`config.mk`:
```
export PLATFORM = sky130hd
export DESIGN_NAME = signed_bcd_decoder
export DESIGN_NICKNAME = d
export VERILOG_FILES = /design/src/rtl/signed_bcd_decoder_pkg.sv /design/src/rtl/signed_bcd_decoder_adjust.sv /design/src/rtl/signed_bcd_decoder.sv
export SDC_FILE = /design/constraint.sdc
export NUM_CORES = 1
export LEC_CHECK = 0
export CAP_MARGIN = 20
export CORE_ASPECT_RATIO = 1.4
export CORE_MARGIN = 2
export CORE_UTILIZATION = 51
export CTS_BUF_LIST = sky130_fd_sc_hd__clkbuf_8
export CTS_CLUSTER_DIAMETER = 50
export CTS_CLUSTER_SIZE = 25
export DETAILED_ROUTE_END_ITERATION = 12
export PLACE_DENSITY = 0.81
export SETUP_SLACK_MARGIN = 0.4
export SYNTH_ARGS = -nofsm -noshare
export SYNTH_HDL_FRONTEND = slang
export SYNTH_SLANG_ARGS = --single-unit
```
`constraint.sdc`:
```
create_clock -name clk -period 1.8 [get_ports clk]
set_clock_uncertainty 0.2 [all_clocks]
set_input_delay 0.54 -clock clk [delete_from_list [all_inputs] [get_ports clk]]
set_output_delay 0.54 -clock clk [all_outputs]
set_load 0.03 [all_outputs]
```
`src/rtl/signed_bcd_decoder_pkg.sv`:
```
// signed_bcd_decoder_pkg: shared types and constants for the signed BCD decoder
package signed_bcd_decoder_pkg;

    typedef enum logic [1:0] {
        IDLE  = 2'd0,
        SHIFT = 2'd1,
        DONE  = 2'd2
    } state_t;

    localparam logic [3:0] BCD_ADJ_THRESH = 4'd5;
    localparam logic [3:0] BCD_ADJ_ADD    = 4'd3;
    localparam int         DIGITS         = 3;
    localparam int         WIDTH_DEFAULT  = 8;
    localparam int         CNT_W          = $clog2(WIDTH_DEFAULT);

    // Iteration counter width for a given operand width (counts 0..w-1)
    function automatic int cnt_width(input int w);
        return (w <= 2) ? 1 : $clog2(w);
    endfunction

endpackage

```
`src/rtl/signed_bcd_decoder_adjust.sv`:
```
// bcd_digit_adjust: add 3 to a BCD digit of 5 or more ahead of a double-dabble shift
module bcd_digit_adjust
    import signed_bcd_decoder_pkg::*;
(
    input  logic [3:0] digit,
    output logic [3:0] adjusted
);

    assign adjusted = (digit >= BCD_ADJ_THRESH) ? digit + BCD_ADJ_ADD : digit;

endmodule

```
`src/rtl/signed_bcd_decoder.sv`:
```
// signed_bcd_decoder: two's-complement operand to sign flag plus three BCD digits via double-dabble
module signed_bcd_decoder
    import signed_bcd_decoder_pkg::*;
#(
    parameter int WIDTH = 8
) (
    input  logic             clk,
    input  logic             rst_n,
    input  logic             start,
    input  logic [WIDTH-1:0] A,
    output logic             busy,
    output logic             done,
    output logic             neg,
    output logic [3:0]       hundreds,
    output logic [3:0]       tens,
    output logic [3:0]       ones
);

    localparam int CW = cnt_width(WIDTH);
    localparam int BW = 4 * DIGITS;

    state_t            state;
    logic [WIDTH-1:0]  mag;
    logic [BW-1:0]     bcd;
    logic [BW-1:0]     adj;
    logic [CW-1:0]     cnt;
    logic              neg_r;
    logic [BW+WIDTH-1:0] shifted;

    for (genvar g = 0; g < DIGITS; g++) begin : g_adj
        bcd_digit_adjust u_adj (
            .digit    (bcd[4*g +: 4]),
            .adjusted (adj[4*g +: 4])
        );
    end

    assign shifted = {adj, mag} << 1;

    // Handshake FSM: capture sign/magnitude, iterate WIDTH shifts, publish digits with a done pulse
    always_ff @(posedge clk) begin
        if (!rst_n) begin
            state    <= IDLE;
            mag      <= '0;
            bcd      <= '0;
            cnt      <= '0;
            neg_r    <= 1'b0;
            busy     <= 1'b0;
            done     <= 1'b0;
            neg      <= 1'b0;
            hundreds <= '0;
            tens     <= '0;
            ones     <= '0;
        end else begin
            case (state)
                IDLE: begin
                    done <= 1'b0;
                    if (start) begin
                        neg_r <= A[WIDTH-1];
                        // Unary minus on WIDTH bits maps the most negative value onto its unsigned magnitude
                        mag   <= A[WIDTH-1] ? -A : A;
                        bcd   <= '0;
                        cnt   <= '0;
                        busy  <= 1'b1;
                        state <= SHIFT;
                    end
                end
                SHIFT: begin
                    {bcd, mag} <= shifted;
                    cnt        <= cnt + 1'b1;
                    if (cnt == CW'(WIDTH - 1)) begin
                        hundreds <= shifted[WIDTH+8 +: 4];
                        tens     <= shifted[WIDTH+4 +: 4];
                        ones     <= shifted[WIDTH   +: 4];
                        neg      <= neg_r;
                        busy     <= 1'b0;
                        done     <= 1'b1;
                        state    <= DONE;
                    end
                end
                DONE: begin
                    done  <= 1'b0;
                    state <= IDLE;
                end
                default: begin
                    busy  <= 1'b0;
                    done  <= 1'b0;
                    state <= IDLE;
                end
            endcase
        end
    end

endmodule

```
==> metrics.md <==
| Metric | Value |
|---|---|
| Worst-case vdd ir drop | roughly 0.96 mV |
| Synth Flop Type | dfxtp_1 |
| Via count | between 2000 and 2500 |
| Die Height | slightly below 80 um |
| Starting Density | 0.533 |
| Max Fclk | 523 MHz |
| CTS Sinks | approximately 40 |
| Worst slew pin tran | roughly 670 ps |
| Failing checks | setup timing |
| Asr flop ratio synth | 0 |
| Drt wl/cell | approximately 28 um |
| Multi-input logic area | roughly 0.0015 mm^2 |
| Required @ worst endpoint | between 1500 and 2000 ps |
| MaxCap Viol Count | 0 |
| Antenna violations before repair | 0 |
| Final hold vios | 0 |
| Slew HR | 0.557 |
| HP Class | flop to flop |
| Fillers | between 70 and 80 |
| CTS tree | built |
| Sequential power share | 0.448 |
| Share of post-route cells with drive strength above 1 | 0.602 |
| Clock transition at path regs | approximately 80 ps |
| Storage cell area | 870 um^2 |
| Via density | between 7 and 8 |
| CP peak stage delay | about 600 ps |
| Nets | 323 |
| Cell Area, Synth | approximately 0.0020 mm^2 |
| Drt pass-1 iters | 5 |
| Post-synth EDFFs | 0 |
| RSZ-0062 raised after global routing | true |
| P per Cell Area | between 500 and 600 mW/mm^2 |
| Clk buf depth | 2 |
| Global-route wire length before repair | about 10 mm |
| Total Power Consumption | ~2.1 mW |
| Hold-fix buffers, CTS | 0 |
| Final Setup Violations | 1 |
| Slew Limit Fails | 0 |
| Status | finished with violations |
| Largest net degree at the start of global routing | 16 |
| Most common cell after layout, fill and taps aside | buf_4 |
| Most frequent cells in the layout | buf_4 (35), buf_6 (30), dfxtp_2 (21), nand3_1 (16) |
| GRT Overall Usage | 0.305 |
| Synthesis Warnings | 0 |
| Worst-path fanout max | 2 |
| Area Overhead vs Synth | 80.2% |
| Slowest cell on crit path | a222oi_1 |
| Remaining global-route overflow | 0 |
| Combinational power share | 0.172 |
| NetSw | roughly 550 uW |
| Antenna diode count | 0 |
| Routed Antenna Nets | 0 |
| Total wire length | between 9 and 10 mm |
| I/O pin count | 26 |
| Tmin final | approximately 1900 ps |
| Worst-Skew Late Latency | 310 ps |
| Die footprint | approximately 0.0044 mm^2 |
| Fin crit share | 1.06 |
| Initial DRC Count | between 200 and 300 |
| IO buf count | 25 |
| Internal Power | approximately 1.6 mW |
| Lkg Pwr | between 1 and 1.5 nW |
| Sw Share | 0.264 |
| Syn_nets | between 200 and 250 |
| Critical path arrival | about 1900 ps |
| Setup CP Type | input pin to flop |
| Clock power share | 0.380 |
| Yosys cell types | 41 |
| Worst path bufs/invs | 2 |
| Flop and latch count out of synthesis | between 40 and 50 |
| Worst-path cell chain | buf_12 -> buf_6 -> o31ai_4 -> xnor2_1 -> a222oi_1 -> nor2b_1 |
| Startpoint types | input pin |
| DPL Wire Length | around 3.2 mm |
| Avg Cell Area, Syn | 8.78 um^2 |
| Part of the Yosys area used for sequential elements | 0.419 |
| Critical Path End Type | flop |
| Die W | between 50 and 60 um |
| CP top delay family | compound AO/OA/AOI/OAI gates |
| TritonCTS Buffers | 5 |
| Detailed-route DRC error count | 0 |
| Vias in the first global route | between 2000 and 2500 |
| Synthesized instance count | around 220 |
| Core area | ~0.0037 mm^2 |
| H-tree lvl count | 2 |
| DP Worst Slack | -677 ps |
| Clock root cell | clkbuf_8 |
| Num rows | 26 |
| GPL Wtd Cong | approximately 0.73 |
| Post-route setup slack | -110 ps |
| R2R Setup Slk | -20 ps |
## state kept, by name, indices dropped and copies added, names as in the netlist
name	flops
state	2
ones	4
done	1
tens	4
bcd	12
busy	1
mag	8
neg_r	1
cnt	3
neg	1
hundreds	4
## logic make-up after synthesis
group,Yosys count,synth area share
AO/OA/AOI/OAI,61,0.195
multiplexers,4,0.0224
buffers and inverters,22,0.0543
adder cells (fa/ha/maj),9,0.0575
AND/OR/NAND/NOR,80,0.225
XOR/XNOR,6,0.0268
flip-flops,41,0.419
## final cells by class
cell class / count / share of cell area
Timing Repair Buffer: 85 / 0.259
Clock inverter: 2 / 0.00957
Sequential cell: 41 / 0.246
Multi-Input combinational cell: 160 / 0.428
Inverter: 10 / 0.0191
Tap cell: 42 / 0.0149
Clock buffer: 6 / 0.0234
## layer usage
layer | up-vias | track usage | share of wire
met1 | 1172 | 0.352 | 0.34
met2 | 222 | 0.529 | 0.48
met3 | 92 | 0.0624 | 0.094
met5 | - | 0 | 0
li1 | 958 | - | -
met4 | 0 | 0.148 | 0.084
## per-stage QoR
stage                     hold WS, ps  instance area [um^2]   util  TNS (ps)  std cells
after floorplan                   240                  2220      -     -1.98        223
after global placement            245                  2620  0.712     -6510        298
after detailed placement          252                  2620  0.712     -7520        298
after CTS                         263                  3170  0.862         0        328
after global routing              310                  3530  0.960      -152        346
final                             295                  3530  0.960      -110        346
## power groups by stage
stage | clock network, mW | logic, mW | registers (mW)
3_3_place_gp | 0 | 0.214 | 0.960
4_1_cts | 0.779 | 0.266 | 0.938
3_5_place_dp | 0 | 0.219 | 0.960
2_1_floorplan | 0 | 0.120 | 0.961
6_report | 0.801 | 0.362 | 0.943
5_1_grt | 0.818 | 0.370 | 0.945
## cells in the mapped netlist (3+ instances only)
master    count  share of area
nor3_1        5          0.013
a21oi_1      10          0.026
xnor2_1       5          0.022
buf_4         4          0.015
o21ai_0      26          0.066
nand2b_1      4          0.013
a21boi_0      7          0.027
nor2_1        6          0.012
a22oi_1       5          0.019
and2_1        4          0.013
inv_1        10          0.019
a22o_1        3          0.013
nand3_1      16          0.041
nand2_1      17          0.033
ha_1          9          0.058
clkbuf_1      5         0.0096
a222oi_1      3          0.015
mux2_2        3          0.017
nor3b_1       9          0.035
nor2b_1       9          0.029
dfxtp_1      41           0.42
## worst min-delay path, delay by kind of cell (launching register included)
family	cells	cell delay [ps]
and+or+nand+nor	1	80
DFF	1	350
AOI/OAI and AO/OA	1	40
## path summary, 6_finish.rpt
path / from / to / cells past startpoint
min reg2reg: neg_r$_SDFFE_PN0P_ / neg$_SDFFE_PN0P_ / 2
max: A[1] / mag[3]$_SDFFE_PN0P_ / 6
max reg2reg: state[1]$_SDFFE_PN0P_ / mag[3]$_SDFFE_PN0P_ / 4
min: neg_r$_SDFFE_PN0P_ / neg$_SDFFE_PN0P_ / 2
## timing repair
item                       in CTS  in global routing
setup endpoints to repair      56                 55
gates resized for setup       209                 53
gates cloned                    1                  2
pin swaps                      28                 24
buffers inserted               21                 16
Note: power is estimated with default switching activity, not from simulation.
